File: config.mk
export PLATFORM = sky130hd
export DESIGN_NAME = powlib_cntr
export DESIGN_NICKNAME = d
export VERILOG_FILES = /design/src/rtl/powlib_cntr.sv
export SDC_FILE = /design/constraint.sdc
export NUM_CORES = 1
export LEC_CHECK = 0
export BUFFER_PORTS_ARGS = -buffer_cell sky130_fd_sc_hd__buf_2
export CAP_MARGIN = 25
export CORE_AREA = 5 5 42 44
export CTS_CLUSTER_DIAMETER = 150
export CTS_CLUSTER_SIZE = 24
export DETAILED_ROUTE_END_ITERATION = 8
export DIE_AREA = 0 0 47 49
export GPL_TIMING_DRIVEN = 0
export HOLD_SLACK_MARGIN = 0.06
export PLACE_DENSITY = 0.73
export SYNTH_ARGS = -nofsm -noshare
export SYNTH_HDL_FRONTEND = slang
export SYNTH_SLANG_ARGS = --single-unit
export TNS_END_PERCENT = 20
File: constraint.sdc
create_clock -name clk -period 1.5 [get_ports clk]
set_clock_uncertainty 0.2 [all_clocks]
set_input_delay 0.075 -clock clk [delete_from_list [all_inputs] [get_ports clk]]
set_output_delay 0.075 -clock clk [all_outputs]
set_load 0.05 [all_outputs]
File: src/rtl/powlib_cntr.sv
// Loadable W-bit counter with constant or dynamic step; priority clr > ld > adv > hold.
// Latency: one cycle from any strobe to cntr. No backpressure: every strobe is acted on when sampled.
module powlib_cntr #(
    parameter int           W    = 8,
    parameter logic [W-1:0] X    = 1,
    parameter logic [W-1:0] INIT = 0,
    parameter int           ELD  = 1,
    parameter int           EDX  = 0,
    parameter int           EAR  = 1
) (
    input  logic         clk,
    input  logic         rst,
    output logic [W-1:0] cntr,
    input  logic [W-1:0] nval,
    input  logic         adv,
    input  logic         ld,
    input  logic         clr,
    input  logic [W-1:0] dx
);

    logic [W-1:0] step;
    logic         ld_eff;
    logic [W-1:0] cntr_nxt;

    // Feature enables are elaboration-time constants, so the unused path folds away.
    assign step   = (EDX != 0) ? dx : X;
    assign ld_eff = (ELD != 0) && ld;

    always_comb begin
        cntr_nxt = cntr;
        if (clr) begin
            cntr_nxt = INIT;
        end else if (ld_eff) begin
            cntr_nxt = nval;
        end else if (adv) begin
            cntr_nxt = cntr + step;
        end
    end

    generate
        if (EAR != 0) begin : g_async_rst
            always_ff @(posedge clk or negedge rst) begin
                if (!rst) begin
                    cntr <= INIT;
                end else begin
                    cntr <= cntr_nxt;
                end
            end
        end else begin : g_sync_rst
            always_ff @(posedge clk) begin
                if (!rst) begin
                    cntr <= INIT;
                end else begin
                    cntr <= cntr_nxt;
                end
            end
        end
    endgenerate

endmodule

==> impl_metrics.json <==
{
  "p_sw_mw": 0.2056,
  "drt_iter0_markers": 4,
  "ys_async_sr_fraction_pct": 100.0,
  "fmax_mhz": 627.1,
  "cts_tree": "done",
  "first_global_vias": 483,
  "synth_cell_types": 16,
  "synth_top_cells_by_count": "8 x dfrtp_1, 7 x nand2_1, 6 x nor2_1",
  "pwr-share-seq_pct": 40.9,
  "grt_max_degree": 11,
  "nets": 110,
  "crit_buf_inv": 1,
  "start_util_pct": 31.16,
  "register_area_um2": 205.2,
  "num_antenna_cells": 0,
  "cts.sinks": 8,
  "drive_above_1_share_pct": 40.23,
  "cp-start-kind": "register",
  "max_flop_register": "cntr",
  "dp_worst_setup_slack_ns": -0.08595,
  "gp_congestion": 0.7232,
  "die_h_um": 49,
  "yosysWarnings": 0,
  "p_sw_share_pct": 33.63,
  "core_um2": 1401,
  "grt_antenna_before_repair": 0,
  "rsz0062_at_grt": "yes",
  "p_clk_share_pct": 30.7,
  "clk_latency_ns": 0.26,
  "die_w_um": 47,
  "rows": 14,
  "cp_slowest_cell": "dfrtp_2",
  "n_fill_cell": 144,
  "cp_cell_sequence": "ha_2 -> nand4_1 -> buf_4 -> o21ai_0 -> a311oi_2",
  "synth_fp_nets": 69,
  "min_period_over_period_pct": 106.3,
  "end_kind": "register",
  "postRouteWirelength_um": 1352,
  "drv_slew": 0,
  "critPathArrivalTime_ns": 1.50,
  "rr_startpoint": "cntr[0]$_DFFE_PN0P_",
  "crit_type": "reg -> reg",
  "postLayoutSetupSlackWorst_ns": -0.09457,
  "firstDrtPassIters": 4,
  "maxCapViolCount": 0,
  "clock_path_buffers": 2,
  "rrSetupSlack_ns": -0.09,
  "clk_pin_slew_ns": 0.06,
  "hpwl_um": 837.3,
  "min_period_ns": 1.595,
  "r2r_cells": 5,
  "synth_edf_count": 0,
  "hold_end": "cntr[1]$_DFFE_PN0P_",
  "critPathRequiredTime_ns": 1.41,
  "ys.flop_type": "dfrtp_1",
  "area_growth_pct": 77.94,
  "crit_family": "compound AO/OA/AOI/OAI gates",
  "cts_root_buf": "clkbuf_4",
  "wl_per_cell_um": 13.13,
  "ys_seq_elements": 8,
  "h-tree-depth": 1,
  "ys_seq_area_share_pct": 45.85,
  "grt_pass1_wl_um": 2097,
  "netlist.area_leader.share_pct": 45.85,
  "drc_errors": 0,
  "holdCritPathClass": "in -> reg",
  "min_delay_path_depth": 4,
  "design.die.area_um2": 2303,
  "violations": "negative setup slack",
  "io_buffer_count": 19,
  "cts_buffers": 3,
  "post_drt_via_cell_ratio": 4.990,
  "crit_fanout": 4,
  "power_density_nw_per_um2": 786.8,
  "worst_slew_pin_slew_ns": 0.4976,
  "rr_endpoint": "cntr[6]$_DFFE_PN0P_",
  "relSlewSlack_pct": 66.82,
  "hold_ws_ns": 0.03978,
  "syn_inst": 47,
  "worstHoldStart": "ld",
  "pwr-share-comb_pct": 28.5,
  "p_leak_nw": 0.3497,
  "cp_slowest_stage_delay_ns": 0.39,
  "power_mw": 0.6113,
  "synth_most_common_cell": "dfrtp_1",
  "ioPinCount": 29,
  "syn_area_per_cell_um2": 9.291,
  "synth_top_area_cell": "dfrtp_1",
  "yosys-top-cells-area": "dfrtp_1 46%, xor2_1 8.0%, nand2_1 6.0%",
  "largest_reg_flops": 8,
  "p_int_mw": 0.4057,
  "overflow": 0,
  "hold_violations": 0,
  "outcome": "finished with violations",
  "largestRegisters": "cntr: 8 flops",
  "ir_drop_uv": 524.9,
  "setup_violations": 3,
  "grt.total_usage_pct": 12.53,
  "vias": 514,
  "ant_nets": 0,
  "syn_area_um2": 436.7,
  "multiInputGateArea_um2": 251.5
}
-- area by class of cell --
class / instances / area share, %
buffer: 2 / 0.9662
timing repair buffer: 36 / 33.82
inverter: 1 / 0.4831
clock buffer: 4 / 3.382
tap: 16 / 2.576
multi-input combinational: 36 / 32.37
sequential: 8 / 26.41
-- cells in the final DEF, fill, tap and decap left out, types with 3 or more instances in the layout --
cell / instances
nand2_1: 7
dlygate4sd3_1: 14
o21ai_0: 3
nor2_1: 6
dfrtp_1: 4
buf_2: 19
or3_1: 3
clkbuf_4: 3
a311oi_2: 3
dfrtp_2: 4
xor2_1: 4
-- what timing repair did --
action	in CTS	in global routing
endpoints found under the setup margin	2	4
hold buffers	15	0
pin swaps	0	1
hold endpoints to repair	16	0
buffers inserted	2	0
gates resized for setup	1	4
-- metal layers --
metal	track usage (%)	wire length [um]	vias to the layer above
li1	-	-	253
met1	14.73	504	238
met2	20.36	733	17
met3	1.107	59	6
met4	8.295	55	0
met5	0	0	-
-- stage by stage --
stage / TNS, ns / instance area (um^2) / std cells / util [%]
5_1_grt: -0.4985 / 777.0 / 103 / 55.45
6_report: -0.1824 / 777.0 / 103 / 55.45
4_1_cts: -0.06411 / 757.0 / 103 / 54.02
3_3_place_gp: -0.05464 / 559.3 / 82 / 39.91
3_5_place_dp: -0.1012 / 559.3 / 82 / 39.91
2_1_floorplan: -0.6044 / 444.2 / 47 / -
-- kinds of logic after synthesis --
group,Yosys count,synth area share (%)
simple gates,19,21.20
buf+inv,3,2.576
xor+xnor,4,8.022
fa+ha+maj,1,2.865
mux,1,2.579
compound gates,11,16.91
flops,8,45.84
-- worst max path at each step --
stage / startpoint / endpoint / slack [ns] / cells after the start
finish: cntr[0]$_DFFE_PN0P_ / cntr[6]$_DFFE_PN0P_ / -0.09 / 5
global route: cntr[0]$_DFFE_PN0P_ / cntr[6]$_DFFE_PN0P_ / -0.21 / 5
CTS: cntr[0]$_DFFE_PN0P_ / cntr[6]$_DFFE_PN0P_ / -0.03 / 4
detailed placement: cntr[0]$_DFFE_PN0P_ / cntr[6]$_DFFE_PN0P_ / -0.09 / 4
global placement: cntr[0]$_DFFE_PN0P_ / cntr[6]$_DFFE_PN0P_ / -0.05 / 4
floorplan: cntr[0]$_DFFE_PN0P_ / cntr[6]$_DFFE_PN0P_ / -0.22 / 4
-- tightest hold or removal path, stage by stage --
cell and delay [ns]:
buf_2 0.11, nand2_1 0.04, dlymetal6s4s_1 0.17, a21oi_1 0.06
-- power groups by stage --
stage               Clock [mW]  Combinational (mW)  Sequential, mW
finish                   0.187               0.174           0.250
CTS                      0.193               0.168           0.249
global placement             0               0.131           0.252
detailed placement           0               0.132           0.254
global route             0.204               0.188           0.253
floorplan                    0              0.0364           0.303
(Power assumes the default switching activity.)
